<file path="config.mk">
export PLATFORM = sky130hd
export DESIGN_NAME = ahbl2apb_bridge_mp_flat
export DESIGN_NICKNAME = d
export VERILOG_FILES = /design/src/rtl/ahbl2apb_bridge_mp_pkg.sv /design/src/rtl/ahbl2apb_bridge_mp_if.sv /design/src/rtl/ahbl2apb_bridge_mp_mux.sv /design/src/rtl/ahbl2apb_bridge_mp.sv /design/src/flat_wrapper.sv
export SDC_FILE = /design/constraint.sdc
export NUM_CORES = 1
export LEC_CHECK = 0
export BUFFER_PORTS_ARGS = -buffer_cell sky130_fd_sc_hd__buf_2
export CAP_MARGIN = 20
export CORE_AREA = 2 2 126 128
export DETAILED_ROUTE_END_ITERATION = 8
export DIE_AREA = 0 0 128 130
export GPL_TIMING_DRIVEN = 0
export HOLD_SLACK_MARGIN = 0.12
export PLACE_DENSITY = 0.71
export SYNTH_ARGS = -nofsm -noshare
export SYNTH_HDL_FRONTEND = slang
export SYNTH_SLANG_ARGS = --single-unit
export TNS_END_PERCENT = 1
</file>
<file path="constraint.sdc">
create_clock -name HCLK -period 2.7 [get_ports HCLK]
set_clock_uncertainty 0.2 [all_clocks]
set_input_delay 0.54 -clock HCLK [delete_from_list [all_inputs] [get_ports HCLK]]
set_output_delay 0.54 -clock HCLK [all_outputs]
set_load 0.03 [all_outputs]
</file>
<file path="src/rtl/ahbl2apb_bridge_mp_pkg.sv">
// Shared types and helpers for the multi-slave AHB-Lite to APB4 bridge.
package ahbl2apb_pkg;

    typedef enum logic [2:0] {
        ST_IDLE   = 3'd0,
        ST_SETUP  = 3'd1,
        ST_ACCESS = 3'd2,
        ST_ERR1   = 3'd3,
        ST_ERR2   = 3'd4
    } state_e;

    localparam logic [1:0] HTRANS_IDLE   = 2'd0;
    localparam logic [1:0] HTRANS_BUSY   = 2'd1;
    localparam logic [1:0] HTRANS_NONSEQ = 2'd2;
    localparam logic [1:0] HTRANS_SEQ    = 2'd3;

    localparam logic [2:0] HSIZE_BYTE = 3'd0;
    localparam logic [2:0] HSIZE_HALF = 3'd1;
    localparam logic [2:0] HSIZE_WORD = 3'd2;

    // Reads and oversized transfers never strobe any byte lane.
    function automatic logic [3:0] gen_strb(input logic write, input logic [2:0] size,
                                            input logic [1:0] addr);
        logic [3:0] strb;
        strb = 4'b0000;
        if (write) begin
            case (size)
                HSIZE_BYTE: strb = 4'b0001 << addr;
                HSIZE_HALF: strb = 4'b0011 << {addr[1], 1'b0};
                HSIZE_WORD: strb = 4'b1111;
                default:    strb = 4'b0000;
            endcase
        end
        return strb;
    endfunction

endpackage

</file>
<file path="src/rtl/ahbl2apb_bridge_mp_if.sv">
// AHB-Lite and APB4 bus bundles; the bridge is the AHB slave and the APB master.
// Handshake: an AHB transfer is taken only when HSEL, HREADY and HTRANS[1] are all high; an APB transfer completes in an ACCESS cycle with the selected PREADY high.
interface ahbl2apb_ahb_if #(parameter int ADDR_W = 32);
    logic              HSEL;
    logic [ADDR_W-1:0] HADDR;
    logic [1:0]        HTRANS;
    logic              HWRITE;
    logic [2:0]        HSIZE;
    logic              HREADY;
    logic [31:0]       HWDATA;
    logic              HREADYOUT;
    logic              HRESP;
    logic [31:0]       HRDATA;

    modport master (output HSEL, HADDR, HTRANS, HWRITE, HSIZE, HREADY, HWDATA,
                    input  HREADYOUT, HRESP, HRDATA);
    modport slave  (input  HSEL, HADDR, HTRANS, HWRITE, HSIZE, HREADY, HWDATA,
                    output HREADYOUT, HRESP, HRDATA);
endinterface

interface ahbl2apb_apb_if #(parameter int ADDR_W = 32, parameter int NSLV = 4);
    logic [NSLV-1:0]      PSEL;
    logic                 PENABLE;
    logic [ADDR_W-1:0]    PADDR;
    logic                 PWRITE;
    logic [31:0]          PWDATA;
    logic [3:0]           PSTRB;
    logic [32*NSLV-1:0]   PRDATA;
    logic [NSLV-1:0]      PREADY;
    logic [NSLV-1:0]      PSLVERR;

    modport master (output PSEL, PENABLE, PADDR, PWRITE, PWDATA, PSTRB,
                    input  PRDATA, PREADY, PSLVERR);
    modport slave  (input  PSEL, PENABLE, PADDR, PWRITE, PWDATA, PSTRB,
                    output PRDATA, PREADY, PSLVERR);
endinterface

</file>
<file path="src/rtl/ahbl2apb_bridge_mp_mux.sv">
// Selects one APB slave's read data, ready and error by the latched slave index.
module apb_slave_mux #(
    parameter int NSLV  = 4,
    parameter int IDX_W = 2
) (
    input  logic [IDX_W-1:0]    idx,
    input  logic [32*NSLV-1:0]  prdata,
    input  logic [NSLV-1:0]     pready,
    input  logic [NSLV-1:0]     pslverr,
    output logic [31:0]         rdata,
    output logic                ready,
    output logic                err
);

    always_comb begin
        rdata = '0;
        ready = 1'b0;
        err   = 1'b0;
        for (int i = 0; i < NSLV; i++) begin
            if (int'(idx) == i) begin
                rdata = prdata[32*i +: 32];
                ready = pready[i];
                err   = pslverr[i];
            end
        end
    end

endmodule

</file>
<file path="src/rtl/ahbl2apb_bridge_mp.sv">
// AHB-Lite slave to multi-slave APB4 master bridge with address decode,
// write strobes, optional PREADY timeout and a two-cycle AHB ERROR response.
module ahbl2apb_bridge_mp import ahbl2apb_pkg::*; #(
    parameter int ADDR_W  = 32,
    parameter int NSLV    = 4,
    parameter int SEL_LSB = 12,
    parameter int TIMEOUT = 0
) (
    input  logic             HCLK,
    input  logic             HRESETn,
    ahbl2apb_ahb_if.slave    ahb,
    ahbl2apb_apb_if.master   apb,
    output state_e           dbg_state
);

    localparam int IDX_W  = (NSLV > 1) ? $clog2(NSLV) : 1;
    localparam int TW     = (TIMEOUT > 0) ? $clog2(TIMEOUT + 1) : 1;
    localparam int TO_LIM = (TIMEOUT > 0) ? TIMEOUT - 1 : 0;

    state_e            state, state_nxt;
    logic [IDX_W-1:0]  addr_idx, idx_q;
    logic [ADDR_W-1:0] paddr_q;
    logic              pwrite_q;
    logic [3:0]        pstrb_q;
    logic [31:0]       hrdata_q;
    logic [TW-1:0]     to_cnt;
    logic              accept, bad_req, timeout_hit;
    logic              sel_ready, sel_err;
    logic [31:0]       sel_rdata;
    logic              hreadyout, hresp, penable;
    logic [NSLV-1:0]   psel_v;

    assign addr_idx = ahb.HADDR[SEL_LSB +: IDX_W];
    assign accept   = ((state == ST_IDLE) || (state == ST_ERR2)) && ahb.HSEL && ahb.HREADY &&
                      ((ahb.HTRANS == HTRANS_NONSEQ) || (ahb.HTRANS == HTRANS_SEQ));
    assign bad_req  = (int'(addr_idx) >= NSLV) || (ahb.HSIZE > HSIZE_WORD);

    // The count reaching TIMEOUT-1 on a stalled cycle means this is the TIMEOUT-th stalled ACCESS cycle.
    assign timeout_hit = (TIMEOUT > 0) && (to_cnt == TW'(TO_LIM));

    apb_slave_mux #(.NSLV(NSLV), .IDX_W(IDX_W)) u_mux (
        .idx     (idx_q),
        .prdata  (apb.PRDATA),
        .pready  (apb.PREADY),
        .pslverr (apb.PSLVERR),
        .rdata   (sel_rdata),
        .ready   (sel_ready),
        .err     (sel_err)
    );

    always_ff @(posedge HCLK or negedge HRESETn) begin
        if (!HRESETn) begin
            state <= ST_IDLE;
        end else begin
            state <= state_nxt;
        end
    end

    always_comb begin
        state_nxt = state;
        hreadyout = 1'b1;
        hresp     = 1'b0;
        penable   = 1'b0;
        psel_v    = '0;
        case (state)
            ST_IDLE, ST_ERR2: begin
                hresp = (state == ST_ERR2);
                if (accept) state_nxt = bad_req ? ST_ERR1 : ST_SETUP;
                else        state_nxt = ST_IDLE;
            end
            ST_SETUP: begin
                hreadyout = 1'b0;
                for (int i = 0; i < NSLV; i++) psel_v[i] = (int'(idx_q) == i);
                state_nxt = ST_ACCESS;
            end
            ST_ACCESS: begin
                hreadyout = 1'b0;
                penable   = 1'b1;
                for (int i = 0; i < NSLV; i++) psel_v[i] = (int'(idx_q) == i);
                if (sel_ready)        state_nxt = sel_err ? ST_ERR1 : ST_IDLE;
                else if (timeout_hit) state_nxt = ST_ERR1;
            end
            ST_ERR1: begin
                hreadyout = 1'b0;
                hresp     = 1'b1;
                state_nxt = ST_ERR2;
            end
            default: state_nxt = ST_IDLE;
        endcase
    end

    always_ff @(posedge HCLK or negedge HRESETn) begin
        if (!HRESETn) begin
            paddr_q  <= '0;
            pwrite_q <= 1'b0;
            pstrb_q  <= 4'b0000;
            idx_q    <= '0;
            hrdata_q <= '0;
            to_cnt   <= '0;
        end else begin
            if (accept) begin
                paddr_q  <= ahb.HADDR;
                pwrite_q <= ahb.HWRITE;
                idx_q    <= addr_idx;
                pstrb_q  <= gen_strb(ahb.HWRITE, ahb.HSIZE, ahb.HADDR[1:0]);
            end
            if (state == ST_SETUP) begin
                to_cnt <= '0;
            end else if ((state == ST_ACCESS) && !sel_ready) begin
                to_cnt <= to_cnt + 1'b1;
            end
            if ((state == ST_ACCESS) && sel_ready && !pwrite_q) begin
                hrdata_q <= sel_rdata;
            end
        end
    end

    assign ahb.HREADYOUT = hreadyout;
    assign ahb.HRESP     = hresp;
    assign ahb.HRDATA    = hrdata_q;
    assign apb.PSEL      = psel_v;
    assign apb.PENABLE   = penable;
    assign apb.PADDR     = paddr_q;
    assign apb.PWRITE    = pwrite_q;
    assign apb.PWDATA    = ahb.HWDATA;
    assign apb.PSTRB     = pstrb_q;
    assign dbg_state     = state;

endmodule

</file>
<file path="src/flat_wrapper.sv">
// flat-port wrapper written by rule: the top's interface ports become plain ports
module ahbl2apb_bridge_mp_flat import ahbl2apb_pkg::*;
#(
    parameter int ADDR_W  = 32,
    parameter int NSLV    = 4,
    parameter int SEL_LSB = 12,
    parameter int TIMEOUT = 0
)
  (HCLK, HRESETn, dbg_state, ahb_HSEL, ahb_HADDR, ahb_HTRANS, ahb_HWRITE, ahb_HSIZE, ahb_HREADY, ahb_HWDATA, ahb_HREADYOUT, ahb_HRESP, ahb_HRDATA, apb_PSEL, apb_PENABLE, apb_PADDR, apb_PWRITE, apb_PWDATA, apb_PSTRB, apb_PRDATA, apb_PREADY, apb_PSLVERR);
  ahbl2apb_ahb_if #(.ADDR_W(ADDR_W)) ahb_i ();
  ahbl2apb_apb_if #(.ADDR_W(ADDR_W), .NSLV(NSLV)) apb_i ();
  input  logic HCLK;
  input  logic HRESETn;
  output state_e dbg_state;
  input wire logic [$bits(ahb_i.HSEL)-1:0] ahb_HSEL;
  input wire logic [$bits(ahb_i.HADDR)-1:0] ahb_HADDR;
  input wire logic [$bits(ahb_i.HTRANS)-1:0] ahb_HTRANS;
  input wire logic [$bits(ahb_i.HWRITE)-1:0] ahb_HWRITE;
  input wire logic [$bits(ahb_i.HSIZE)-1:0] ahb_HSIZE;
  input wire logic [$bits(ahb_i.HREADY)-1:0] ahb_HREADY;
  input wire logic [$bits(ahb_i.HWDATA)-1:0] ahb_HWDATA;
  output wire logic [$bits(ahb_i.HREADYOUT)-1:0] ahb_HREADYOUT;
  output wire logic [$bits(ahb_i.HRESP)-1:0] ahb_HRESP;
  output wire logic [$bits(ahb_i.HRDATA)-1:0] ahb_HRDATA;
  output wire logic [$bits(apb_i.PSEL)-1:0] apb_PSEL;
  output wire logic [$bits(apb_i.PENABLE)-1:0] apb_PENABLE;
  output wire logic [$bits(apb_i.PADDR)-1:0] apb_PADDR;
  output wire logic [$bits(apb_i.PWRITE)-1:0] apb_PWRITE;
  output wire logic [$bits(apb_i.PWDATA)-1:0] apb_PWDATA;
  output wire logic [$bits(apb_i.PSTRB)-1:0] apb_PSTRB;
  input wire logic [$bits(apb_i.PRDATA)-1:0] apb_PRDATA;
  input wire logic [$bits(apb_i.PREADY)-1:0] apb_PREADY;
  input wire logic [$bits(apb_i.PSLVERR)-1:0] apb_PSLVERR;
  assign ahb_i.HSEL = ahb_HSEL;
  assign ahb_i.HADDR = ahb_HADDR;
  assign ahb_i.HTRANS = ahb_HTRANS;
  assign ahb_i.HWRITE = ahb_HWRITE;
  assign ahb_i.HSIZE = ahb_HSIZE;
  assign ahb_i.HREADY = ahb_HREADY;
  assign ahb_i.HWDATA = ahb_HWDATA;
  assign ahb_HREADYOUT = ahb_i.HREADYOUT;
  assign ahb_HRESP = ahb_i.HRESP;
  assign ahb_HRDATA = ahb_i.HRDATA;
  assign apb_PSEL = apb_i.PSEL;
  assign apb_PENABLE = apb_i.PENABLE;
  assign apb_PADDR = apb_i.PADDR;
  assign apb_PWRITE = apb_i.PWRITE;
  assign apb_PWDATA = apb_i.PWDATA;
  assign apb_PSTRB = apb_i.PSTRB;
  assign apb_i.PRDATA = apb_PRDATA;
  assign apb_i.PREADY = apb_PREADY;
  assign apb_i.PSLVERR = apb_PSLVERR;
  ahbl2apb_bridge_mp #(.ADDR_W(ADDR_W), .NSLV(NSLV), .SEL_LSB(SEL_LSB), .TIMEOUT(TIMEOUT)) u_core (.HCLK(HCLK), .HRESETn(HRESETn), .ahb(ahb_i), .apb(apb_i), .dbg_state(dbg_state));
endmodule
</file>
==> results of run 1 <==
[cell families (layout without fill, tap and decap cells)]
| logic type | count (synthesis) | count (layout) |
|---|---|---|
| buffers and inverters | 66 | 370 |
| multiplexers | 100 | 100 |
| AO/OA/AOI/OAI | 76 | 76 |
| flip-flops | 72 | 72 |
| AND/OR/NAND/NOR | 64 | 64 |
| XOR/XNOR | 1 | 1 |
[worst reg2reg max path, cell delays in order (launching register included)]
cell and delay, ps:
sky130_fd_sc_hd__dfrtp_1 360, sky130_fd_sc_hd__buf_6 230, sky130_fd_sc_hd__buf_4 240, sky130_fd_sc_hd__buf_2 370, sky130_fd_sc_hd__mux2i_1 300, sky130_fd_sc_hd__o32ai_2 100
sky130_fd_sc_hd__a221o_1 280
[synthesized netlist by cell type, drive strengths merged, types with 2 or more instances]
| cell type | instances | share of area |
|---|---|---|
| dfrtp | 72 | 0.40 |
| mux2 | 67 | 0.17 |
| buf | 54 | 0.088 |
| nand2 | 44 | 0.038 |
| mux2i | 32 | 0.072 |
| a221o | 31 | 0.069 |
| o32ai | 31 | 0.093 |
| clkbuf | 11 | 0.0095 |
| nor2 | 9 | 0.0076 |
| o21ai | 6 | 0.0076 |
| a21oi | 2 | 0.0022 |
| nand4b | 2 | 0.0039 |
| nor4 | 2 | 0.0028 |
[path summary, 6_finish.rpt]
check / startpoint / endpoint / slack, ps / depth (start not counted)
min in group asynchronous: HRESETn / u_core.apb.PADDR[11] / 500 / 2
min: ahb_HADDR[13] / u_core.apb.PADDR[13] / 210 / 2
max reg2reg: u_core.apb.PADDR[12] / u_core.ahb.HRDATA[23] / 520 / 6
max: u_core.apb.PADDR[13] / apb_PSEL[0] / 170 / 4
min reg2reg: u_core.apb.PADDR[10] / u_core.apb.PADDR[10] / 280 / 1
max in group asynchronous: HRESETn / u_core.ahb.HRDATA[27] / 1240 / 3
[power groups by stage]
stage | clock network, W | registers [W] | logic (W)
after global placement | 0 | 0.00196 | 0.00465
final | 0.00125 | 0.00197 | 0.00465
after floorplan | 0 | 0.00299 | 0.00227
after detailed placement | 0 | 0.00198 | 0.00471
after CTS | 0.00129 | 0.00197 | 0.00472
after global routing | 0.00134 | 0.00204 | 0.00497
[per-layer routing]
layer / GRT usage / wire length (µm) / vias up
li1: - / - / 2011
met1: 0.2020 / 6021 / 2005
met3: 0.03403 / 1024 / 22
met4: 0.06076 / 314 / 0
met2: 0.2995 / 7293 / 221
met5: 0 / 0 / -
[registers in the layout, summed over array words and instances (netlist names)]
signal             cells
u_core.apb.PSTRB       4
u_core.ahb.HRDATA     32
u_core.dbg_state       3
u_core.apb.PWRITE      1
u_core.apb.PADDR      32
[repair_timing]
action,in CTS,in global routing
resized for setup,3,0
gates cloned,0,0
hold buffers,1,0
setup endpoints to repair,2,3
endpoints found under the hold margin,33,0
[per-stage QoR]
step | util | std cells | total power (W) | setup WS (ps) | setup TNS, ps
finish | 0.4209 | 875 | 0.007868 | 170.2 | 0
global route | 0.4209 | 875 | 0.008345 | -8.326 | -8.326
CTS | 0.4212 | 876 | 0.007981 | 29.05 | 0
detailed placement | 0.3997 | 859 | 0.006686 | 162.1 | 0
global placement | 0.3983 | 858 | 0.006611 | 198.6 | 0
floorplan | - | 379 | 0.005260 | 1.784 | 0
[cell usage in the layout, fill, tap and decap left out, types with 5 or more instances in the layout]
| master | synthesis | layout |
|---|---|---|
| sky130_fd_sc_hd__mux2_1 | 33 | 33 |
| sky130_fd_sc_hd__dfrtp_1 | 72 | 72 |
| sky130_fd_sc_hd__mux2i_1 | 32 | 32 |
| sky130_fd_sc_hd__o21ai_1 | 5 | 5 |
| sky130_fd_sc_hd__o32ai_2 | 19 | 19 |
| sky130_fd_sc_hd__mux2_2 | 32 | 32 |
| sky130_fd_sc_hd__o32ai_1 | 12 | 12 |
| sky130_fd_sc_hd__nor2_1 | 9 | 9 |
| sky130_fd_sc_hd__clkbuf_16 | 0 | 9 |
| sky130_fd_sc_hd__nand2_1 | 43 | 43 |
| sky130_fd_sc_hd__a221o_1 | 31 | 31 |
| sky130_fd_sc_hd__clkbuf_1 | 10 | 7 |
| sky130_fd_sc_hd__buf_6 | 6 | 6 |
| sky130_fd_sc_hd__buf_4 | 35 | 36 |
| sky130_fd_sc_hd__buf_2 | 12 | 298 |
[cell type report]
cell class,count,area (µm²),share of cell area
inverters,1,3.754,0.0005781
well taps,192,240.2,0.03700
clock inverters,5,62.56,0.009636
clock buffers,11,252.7,0.03893
plain buffers,64,437.9,0.06745
flip-flops and latches,72,1802,0.2775
multi-input cells,241,2225,0.3426
repair buffers,289,1469,0.2262
==> reports/qor_table.md, run 1 <==
| Item | Reported | Unit |
|:---|:---|:---|
| Number of setup violations in the final report | 0 | - |
| Maximum level of the CTS H-tree | 3 | - |
| Worst setup EP type | primary output | - |
| Area growth syn-to-layout | 45.35 | % |
| Critical-path cell with the highest stage delay | sky130_fd_sc_hd__dfrtp_1 | - |
| Number of buffers and inverters on the critical path | 3 | - |
| Worst Hold Class | input pin to register | - |
| Clock sink count | 72 | - |
| Routability-driven placement congestion ratio | 0.7480 | - |
| Source-to-sink clock delay at the later pin of the worst-skew pair | 330 | ps |
| Wire length of the first global-routing pass | 21.35 | mm |
| Sequential area share after synthesis | 0.4034 | - |
| Die Span X | 128 | µm |
| Power dissipated by switching net loads | 0.003724 | W |
| Die height | 130 | µm |
| Highest clock rate | 395.3 | MHz |
| Filler Cells Inserted | 1,543 | - |
| Area inside the core boundary | 0.01542 | mm² |
| Maximum net fanout on the critical path | 10 | - |
| Max-slew violation total from the final report | 0 | - |
| Adder-cell share of the synthesized area | 0 | - |
| Leakage power total | 3.206 | nW |
| Gr usage total | 0.1681 | - |
| Worst-case clock buffer depth | 2 | - |
| Portion of total power attributed to sequential cells | 0.250 | - |
| Antenna violation net count after detailed routing | 0 | - |
| Headroom to the max-slew limit | 0.4679 | - |
| Count of routing violations after the opening detailed-route iteration | 124 | - |
| YS warnings | 0 | - |
| Status | finished clean | - |
| Total number of vias | 4,259 | - |
| Crit-path leading delay family | buffers and inverters | - |
| Share of cells above drive strength 1 | 0.6135 | - |
| Pwr Density | 1212 | mW/mm² |
| Top FF cell, synth | sky130_fd_sc_hd__dfrtp_1 | - |
| Clock period minus worst slack | 2530 | ps |
| Worst slack on hold paths | 210.8 | ps |
| Port bufs | 287 | - |
| Number of synthesized flops with an enable pin | 0 | - |
| Iteration count of the initial detailed-routing pass | 5 | - |
| Required time of the worst setup path | 1960 | ps |
| Detail-routed net length per standard cell | 16.75 | µm |
| Internal Pwr Total | 0.004143 | W |
| Vias/cell | 4.867 | - |
| Final clock period utilization by the worst path | 0.9370 | - |
| Initial Util | 0.2896 | - |
| Die Area | 0.01664 | mm² |
| Xor/xnor share of the synthesized area | 0.001961 | - |
| Average cell area after synthesis | 11.79 | µm² |
| Setup CP Type | register to primary output | - |
| Clk network pwr share | 0.159 | - |
| CTS Buf Count | 9 | - |
| CP cell instances | clkbuf_2, clkbuf_4, nor4_1, buf_2 | - |
| DPL Wire Length | 11.69 | mm |
| Proportion of power drawn by combinational gates | 0.592 | - |
| Std cell rows | 46 | - |
| Setup crit start kind | register | - |
| RSZ-0062 raised after global routing | yes | - |
| Asr flop ratio synth | 1.000 | - |
| Compound-gate portion of the synthesized area | 0.1824 | - |
| Number of buffers inserted to repair setup after CTS | 0 | - |
| Post-route cell area | 0.006492 | mm² |
| Max-Cap Viols | 0 | - |
| Main combinational cell family by area after synthesis | multiplexers | - |
| Post-synthesis cell type count | 38 | - |
| Transition time at the pin with the least slew margin | 798.1 | ps |
| Sum of routed wire length over all layers | 14.65 | mm |
| Vias in the first global route | 4,063 | - |
| Nets | 888 | - |
| Sw Share | 0.4734 | - |
| Total gr overflow | 0 | - |
| Post-synthesis instance total | 379 | - |
| Clock tree from TritonCTS | yes | - |
| Syn Nets | 589 | - |
| Number of antenna violations at the first check in global routing | 0 | - |
| Critical Path Max Stage Delay | 400 | ps |
| Hold Vio Cnt, Final | 0 | - |
| Cell chosen for the clock root | sky130_fd_sc_hd__clkbuf_16 | - |
| Synthesized cell area | 0.004467 | mm² |
| Area fraction in and, or, nand and nor cells after synthesis | 0.06639 | - |
| Post-detailed-placement cell area | 0.006166 | mm² |
| Number of top-level pins | 321 | - |
| Clock edge transition at the registers on the reported setup and hold paths | 70 | ps |
| N_diodes | 0 | - |
| Worst supply voltage drop on vdd | 0.4435 | mV |
| Synth Register Bits | 72 | - |
| Multiplexer area fraction after synthesis | 0.2473 | - |
| Maximum number of pins on one net before global-route repair | 40 | - |
| # DRC | 0 | - |
| Critical path data arrival time | 1790 | ps |
No activity file was read; power rests on OpenSTA's default activity.
==> inputs of run 2 (changes only) <==
--- a/config.mk
+++ b/config.mk
@@ -5,11 +5,12 @@
 export SDC_FILE = /design/constraint.sdc
 export NUM_CORES = 1
 export LEC_CHECK = 0
+export ABC_AREA = 1
 export BUFFER_PORTS_ARGS = -buffer_cell sky130_fd_sc_hd__buf_2
 export CAP_MARGIN = 20
-export CORE_AREA = 2 2 126 128
+export CORE_AREA = 2 2 124 126
 export DETAILED_ROUTE_END_ITERATION = 8
-export DIE_AREA = 0 0 128 130
+export DIE_AREA = 0 0 126 128
 export GPL_TIMING_DRIVEN = 0
 export HOLD_SLACK_MARGIN = 0.12
 export PLACE_DENSITY = 0.71
==> run 2 against run 1 <==
Global-route usage up 3.0 points. Maximum frequency is 0.55% lower. Critical endpoint is now apb_PSEL[1]. Count of clock-buffer cells in the layout up 2.
==> reports/qor_table.md, run 2 <==
| Item | Reported | Unit | Change |
|:---|:---|:---|:---|
| Status | finished clean | - | unchanged |
| Die Span X | 126 | µm | was 128 µm |
| N_diodes | 0 | - | unchanged |
| Critical Path Max Stage Delay | 330 | ps | was 400 ps |
| Iteration count of the initial detailed-routing pass | 4 | - | was 5 |
| Number of setup violations in the final report | 0 | - | unchanged |
| Port bufs | 287 | - | unchanged |
| Clock edge transition at the registers on the reported setup and hold paths | 60 | ps | was 70 ps |
| Yosys top cell by area | sky130_fd_sc_hd__dfrtp_1 | - | unchanged |
| CP cell instances | buf_4, clkinv_1, buf_2, nor3_1, buf_2 | - | was clkbuf_2, clkbuf_4, nor4_1, buf_2 |
| Critical-path cell with the highest stage delay | sky130_fd_sc_hd__dfrtp_1 | - | unchanged |
| Post-synthesis instance total | 582 | - | was 379 |
| Syn Nets | 792 | - | was 589 |
| Required time of the worst setup path | 1960 | ps | about the same |
| Xor/xnor share of the synthesized area | 0 | - | was 0.001961 |
| RSZ-0062 raised after global routing | no | - | was yes |
| Detail-routed net length per standard cell | 15.39 | µm | was 16.75 µm |
| Die Area | 0.01613 | mm² | was 0.01664 mm² |
| Initial Util | 0.2836 | - | was 0.2896 |
| Total gr overflow | 0 | - | unchanged |
| Uppermost layer routed | met5 | - | was met4 |
| Hold Vio Cnt, Final | 0 | - | unchanged |
| Source-to-sink clock delay at the later pin of the worst-skew pair | 340 | ps | was 330 ps |
| Worst slack at placement | 480.8 | ps | was 162.1 ps |
| Synth top area share | 0.4274 | - | was 0.4034 |
| Synthesized cell area | 0.004215 | mm² | was 0.004467 mm² |
| Clock tree from TritonCTS | yes | - | unchanged |
| Compound-gate portion of the synthesized area | 0.01365 | - | was 0.1824 |
| Most used cell along the critical path | sky130_fd_sc_hd__buf_2 | - |  |
| Number of antenna violations at the first check in global routing | 1 | - | was 0 |
| Setup CP Type | register to primary output | - | unchanged |
| Clock period minus worst slack | 2544 | ps | was 2530 ps |
| Transition time at the pin with the least slew margin | 660.9 | ps | was 798.1 ps |
| Proportion of power drawn by combinational gates | 0.596 | - | was 0.592 |
| Highest-count cells in the layout ignoring fill and taps | sky130_fd_sc_hd__buf_2, sky130_fd_sc_hd__nand2_1, sky130_fd_sc_hd__nand3_1 | - | was sky130_fd_sc_hd__buf_2, sky130_fd_sc_hd__dfrtp_1, sky130_fd_sc_hd__nand2_1 |
| Post-route cell area | 0.006231 | mm² | was 0.006492 mm² |
| Leading post-synthesis cells by instance count | sky130_fd_sc_hd__nand2_1, sky130_fd_sc_hd__nand3_1, sky130_fd_sc_hd__dfrtp_1, sky130_fd_sc_hd__buf_4, sky130_fd_sc_hd__nand4_1 | - | was sky130_fd_sc_hd__dfrtp_1, sky130_fd_sc_hd__nand2_1, sky130_fd_sc_hd__buf_4, sky130_fd_sc_hd__mux2_1 |
| Count of routing violations after the opening detailed-route iteration | 238 | - | was 124 |
| Post-detailed-placement cell area | 0.005917 | mm² | was 0.006166 mm² |
| Top FF cell, synth | sky130_fd_sc_hd__dfrtp_1 | - | unchanged |
| Average cell area after synthesis | 7.243 | µm² | was 11.79 µm² |
| Main combinational cell family by area after synthesis | simple AND/OR/NAND/NOR gates | - | was multiplexers |
| Critical path data arrival time | 1800 | ps | was 1790 ps |
| Clk network pwr share | 0.162 | - | was 0.159 |
| Max-Cap Viols | 0 | - | unchanged |
| Adder-cell share of the synthesized area | 0 | - | unchanged |
| Power dissipated by switching net loads | 0.003970 | W | was 0.003724 W |
| Area growth syn-to-layout | 47.82 | % | was 45.35% |
| Asr flop ratio synth | 1.000 | - | unchanged |
| Sum of routed wire length over all layers | 16.52 | mm | was 14.65 mm |
| Worst Hold Class | input pin to register | - | unchanged |
| Worst setup EP type | primary output | - | unchanged |
| Routability-driven placement congestion ratio | 0.8075 | - | was 0.7480 |
| Most common library cell in the layout ignoring fill and taps | sky130_fd_sc_hd__buf_2 | - | unchanged |
| Wl on met1 | 6.714 | mm | was 6.021 mm |
| Worst-case clock buffer depth | 2 | - | unchanged |
| Clock sink count | 72 | - | unchanged |
| # DRC | 0 | - | unchanged |
| Maximum net fanout on the critical path | 10 | - | unchanged |
| Met3 wire length | 1.355 | mm | was 1.024 mm |
| Setup crit start kind | register | - | unchanged |
| PnR worst setup slack | 156.1 | ps | was 170.2 ps |
| Number of buffers inserted to repair setup after CTS | 0 | - | unchanged |
| Pwr Density | 1230 | mW/mm² | was 1212 mW/mm² |
| Max-slew violation total from the final report | 0 | - | unchanged |
| Maximum level of the CTS H-tree | 3 | - | unchanged |
| Number of top-level pins | 321 | - | unchanged |
| Biggest area contributors in the synthesized netlist | sky130_fd_sc_hd__dfrtp_1, sky130_fd_sc_hd__nand2_1, sky130_fd_sc_hd__nand3_1, sky130_fd_sc_hd__buf_4, sky130_fd_sc_hd__nand4_1 | - | was sky130_fd_sc_hd__dfrtp_1, sky130_fd_sc_hd__mux2_1, sky130_fd_sc_hd__mux2_2, sky130_fd_sc_hd__mux2i_1, sky130_fd_sc_hd__a221o_1 |
| Antenna violation net count after detailed routing | 0 | - | unchanged |
| Worst supply voltage drop on vdd | 0.6124 | mV | was 0.4435 mV |
| Area fraction in and, or, nand and nor cells after synthesis | 0.4313 | - | was 0.06639 |
| Worst slack on hold paths | 193.9 | ps | was 210.8 ps |
| Sw Share | 0.5182 | - | was 0.4734 |
| Highest clock rate | 393.1 | MHz | was 395.3 MHz |
| Total of cells resized after clock tree synthesis | 0 | - | was 3 |
| DPL Wire Length | 12.96 | mm | was 11.69 mm |
| Number of synthesized flops with an enable pin | 0 | - | unchanged |
| Nets | 1,091 | - | was 888 |
| Vias/cell | 4.703 | - | was 4.867 |
| YS warnings | 0 | - | unchanged |
| Leakage power total | 3.587 | nW | was 3.206 nW |
| Share of cells above drive strength 1 | 0.4158 | - | was 0.6135 |
| Met2 routed wirelength | 8.264 | mm | was 7.293 mm |
| Vias in the first global route | 4,757 | - | was 4,063 |
| Die height | 128 | µm | was 130 µm |
| Gr usage total | 0.1985 | - | was 0.1681 |
| Setup TNS | 0 | ps | unchanged |
| Post-synthesis cell type count | 23 | - | was 38 |
| Total number of vias | 5,046 | - | was 4,259 |
| Portion of total power attributed to sequential cells | 0.242 | - | was 0.250 |
| Most common cell in the synthesized netlist | sky130_fd_sc_hd__nand2_1 | - | was sky130_fd_sc_hd__dfrtp_1 |
| Headroom to the max-slew limit | 0.5594 | - | was 0.4679 |
| Std cell rows | 45 | - | was 46 |
| Synth Register Bits | 72 | - | unchanged |
| Flop-to-flop setup slack | 570 | ps | was 520 ps |
| Crit-path leading delay family | buffers and inverters | - | unchanged |
| CTS Buf Count | 9 | - | unchanged |
| Multiplexer area fraction after synthesis | 0 | - | was 0.2473 |
| Final clock period utilization by the worst path | 0.9422 | - | was 0.9370 |
| Wire length of the first global-routing pass | 24.78 | mm | was 21.35 mm |
| Maximum number of pins on one net before global-route repair | 44 | - | was 40 |
| Area inside the core boundary | 0.01486 | mm² | was 0.01542 mm² |
| Cell chosen for the clock root | sky130_fd_sc_hd__clkbuf_16 | - | unchanged |
| Sequential area share after synthesis | 0.4274 | - | was 0.4034 |
| Number of buffers and inverters on the critical path | 4 | - | was 3 |
| Internal Pwr Total | 0.003692 | W | was 0.004143 W |
| Filler Cells Inserted | 1,583 | - | was 1,543 |
-- run 2: changes by cell type after synthesis, moves of 8 or more --
cell                      change
sky130_fd_sc_hd__inv_1       +16
sky130_fd_sc_hd__o32ai_1     -12
sky130_fd_sc_hd__nand2_1    +172
sky130_fd_sc_hd__o21ai_0      +9
sky130_fd_sc_hd__nand4_1     +33
sky130_fd_sc_hd__buf_2        +8
sky130_fd_sc_hd__nand3_1    +141
sky130_fd_sc_hd__mux2i_1     -32
sky130_fd_sc_hd__mux2_2      -32
sky130_fd_sc_hd__o32ai_2     -19
sky130_fd_sc_hd__mux2_1      -33
sky130_fd_sc_hd__a221o_1     -31
-- run 2: metal layers --
metal / vias up / track usage
li1: 2501 / -
met1: 2293 / 0.2330
met2: 237 / 0.3526
met3: 13 / 0.05342
met4: 2 / 0.06464
met5: - / 0
-- run 2: area by class of cell --
class | count | area (µm²) | area share
Multi-Input combinational cell | 417 | 1876 | 0.3010
Clock buffer | 13 | 270.3 | 0.04337
Buffer | 72 | 456.7 | 0.07329
Inverter | 20 | 77.57 | 0.01245
Timing Repair Buffer | 289 | 1476 | 0.2369
Sequential cell | 72 | 1802 | 0.2892
Clock inverter | 2 | 37.54 | 0.006024
Tap cell | 188 | 235.2 | 0.03775
-- run 2: final timing paths --
kind / cells past startpoint / from / end
setup / recovery: 5 / u_core.apb.PADDR[12] / apb_PSEL[1]
hold / removal: 3 / ahb_HADDR[10] / u_core.apb.PADDR[10]
setup reg to reg: 7 / u_core.apb.PADDR[13] / u_core.ahb.HRDATA[17]
hold reg to reg: 2 / u_core.ahb.HRDATA[11] / u_core.ahb.HRDATA[11]
max in group asynchronous: 3 / HRESETn / u_core.apb.PADDR[11]
min in group asynchronous: 2 / HRESETn / u_core.ahb.HRDATA[18]
-- run 2: cells by family (layout without fill, tap and decap cells) --
family                 after synthesis  after routing
DFF                                 72             72
and+or+nand+nor                    406            406
buffers and inverters               93            396
AOI/OAI and AO/OA                   11             11
-- run 2: power groups by stage --
stage | Clock, W | Sequential [W] | Combinational [W]
2_1_floorplan | 0 | 0.00284 | 0.00210
3_5_place_dp | 0 | 0.00186 | 0.00462
3_3_place_gp | 0 | 0.00185 | 0.00456
4_1_cts | 0.00127 | 0.00186 | 0.00462
6_report | 0.00124 | 0.00185 | 0.00457
5_1_grt | 0.00133 | 0.00192 | 0.00500
-- run 2: metrics by stage --
| stage | utilization | power [W] | instances |
|---|---|---|---|
| final | 0.4192 | 0.007661 | 1073 |
| after global routing | 0.4192 | 0.008251 | 1073 |
| after CTS | 0.4194 | 0.007741 | 1074 |
| after detailed placement | 0.3981 | 0.006473 | 1058 |
| after global placement | 0.3960 | 0.006414 | 1057 |
| after floorplan | - | 0.004936 | 582 |
-- run 2: what timing repair did --
item,in CTS,in global routing
hold endpoints to repair,29,0
setup endpoints to repair,0,1
hold buffers,1,0
-- run 2: tightest hold or removal path, delay by kind of cell --
family / cells / cell delay, ps
buf+inv: 1 / 70
simple gates: 2 / 80
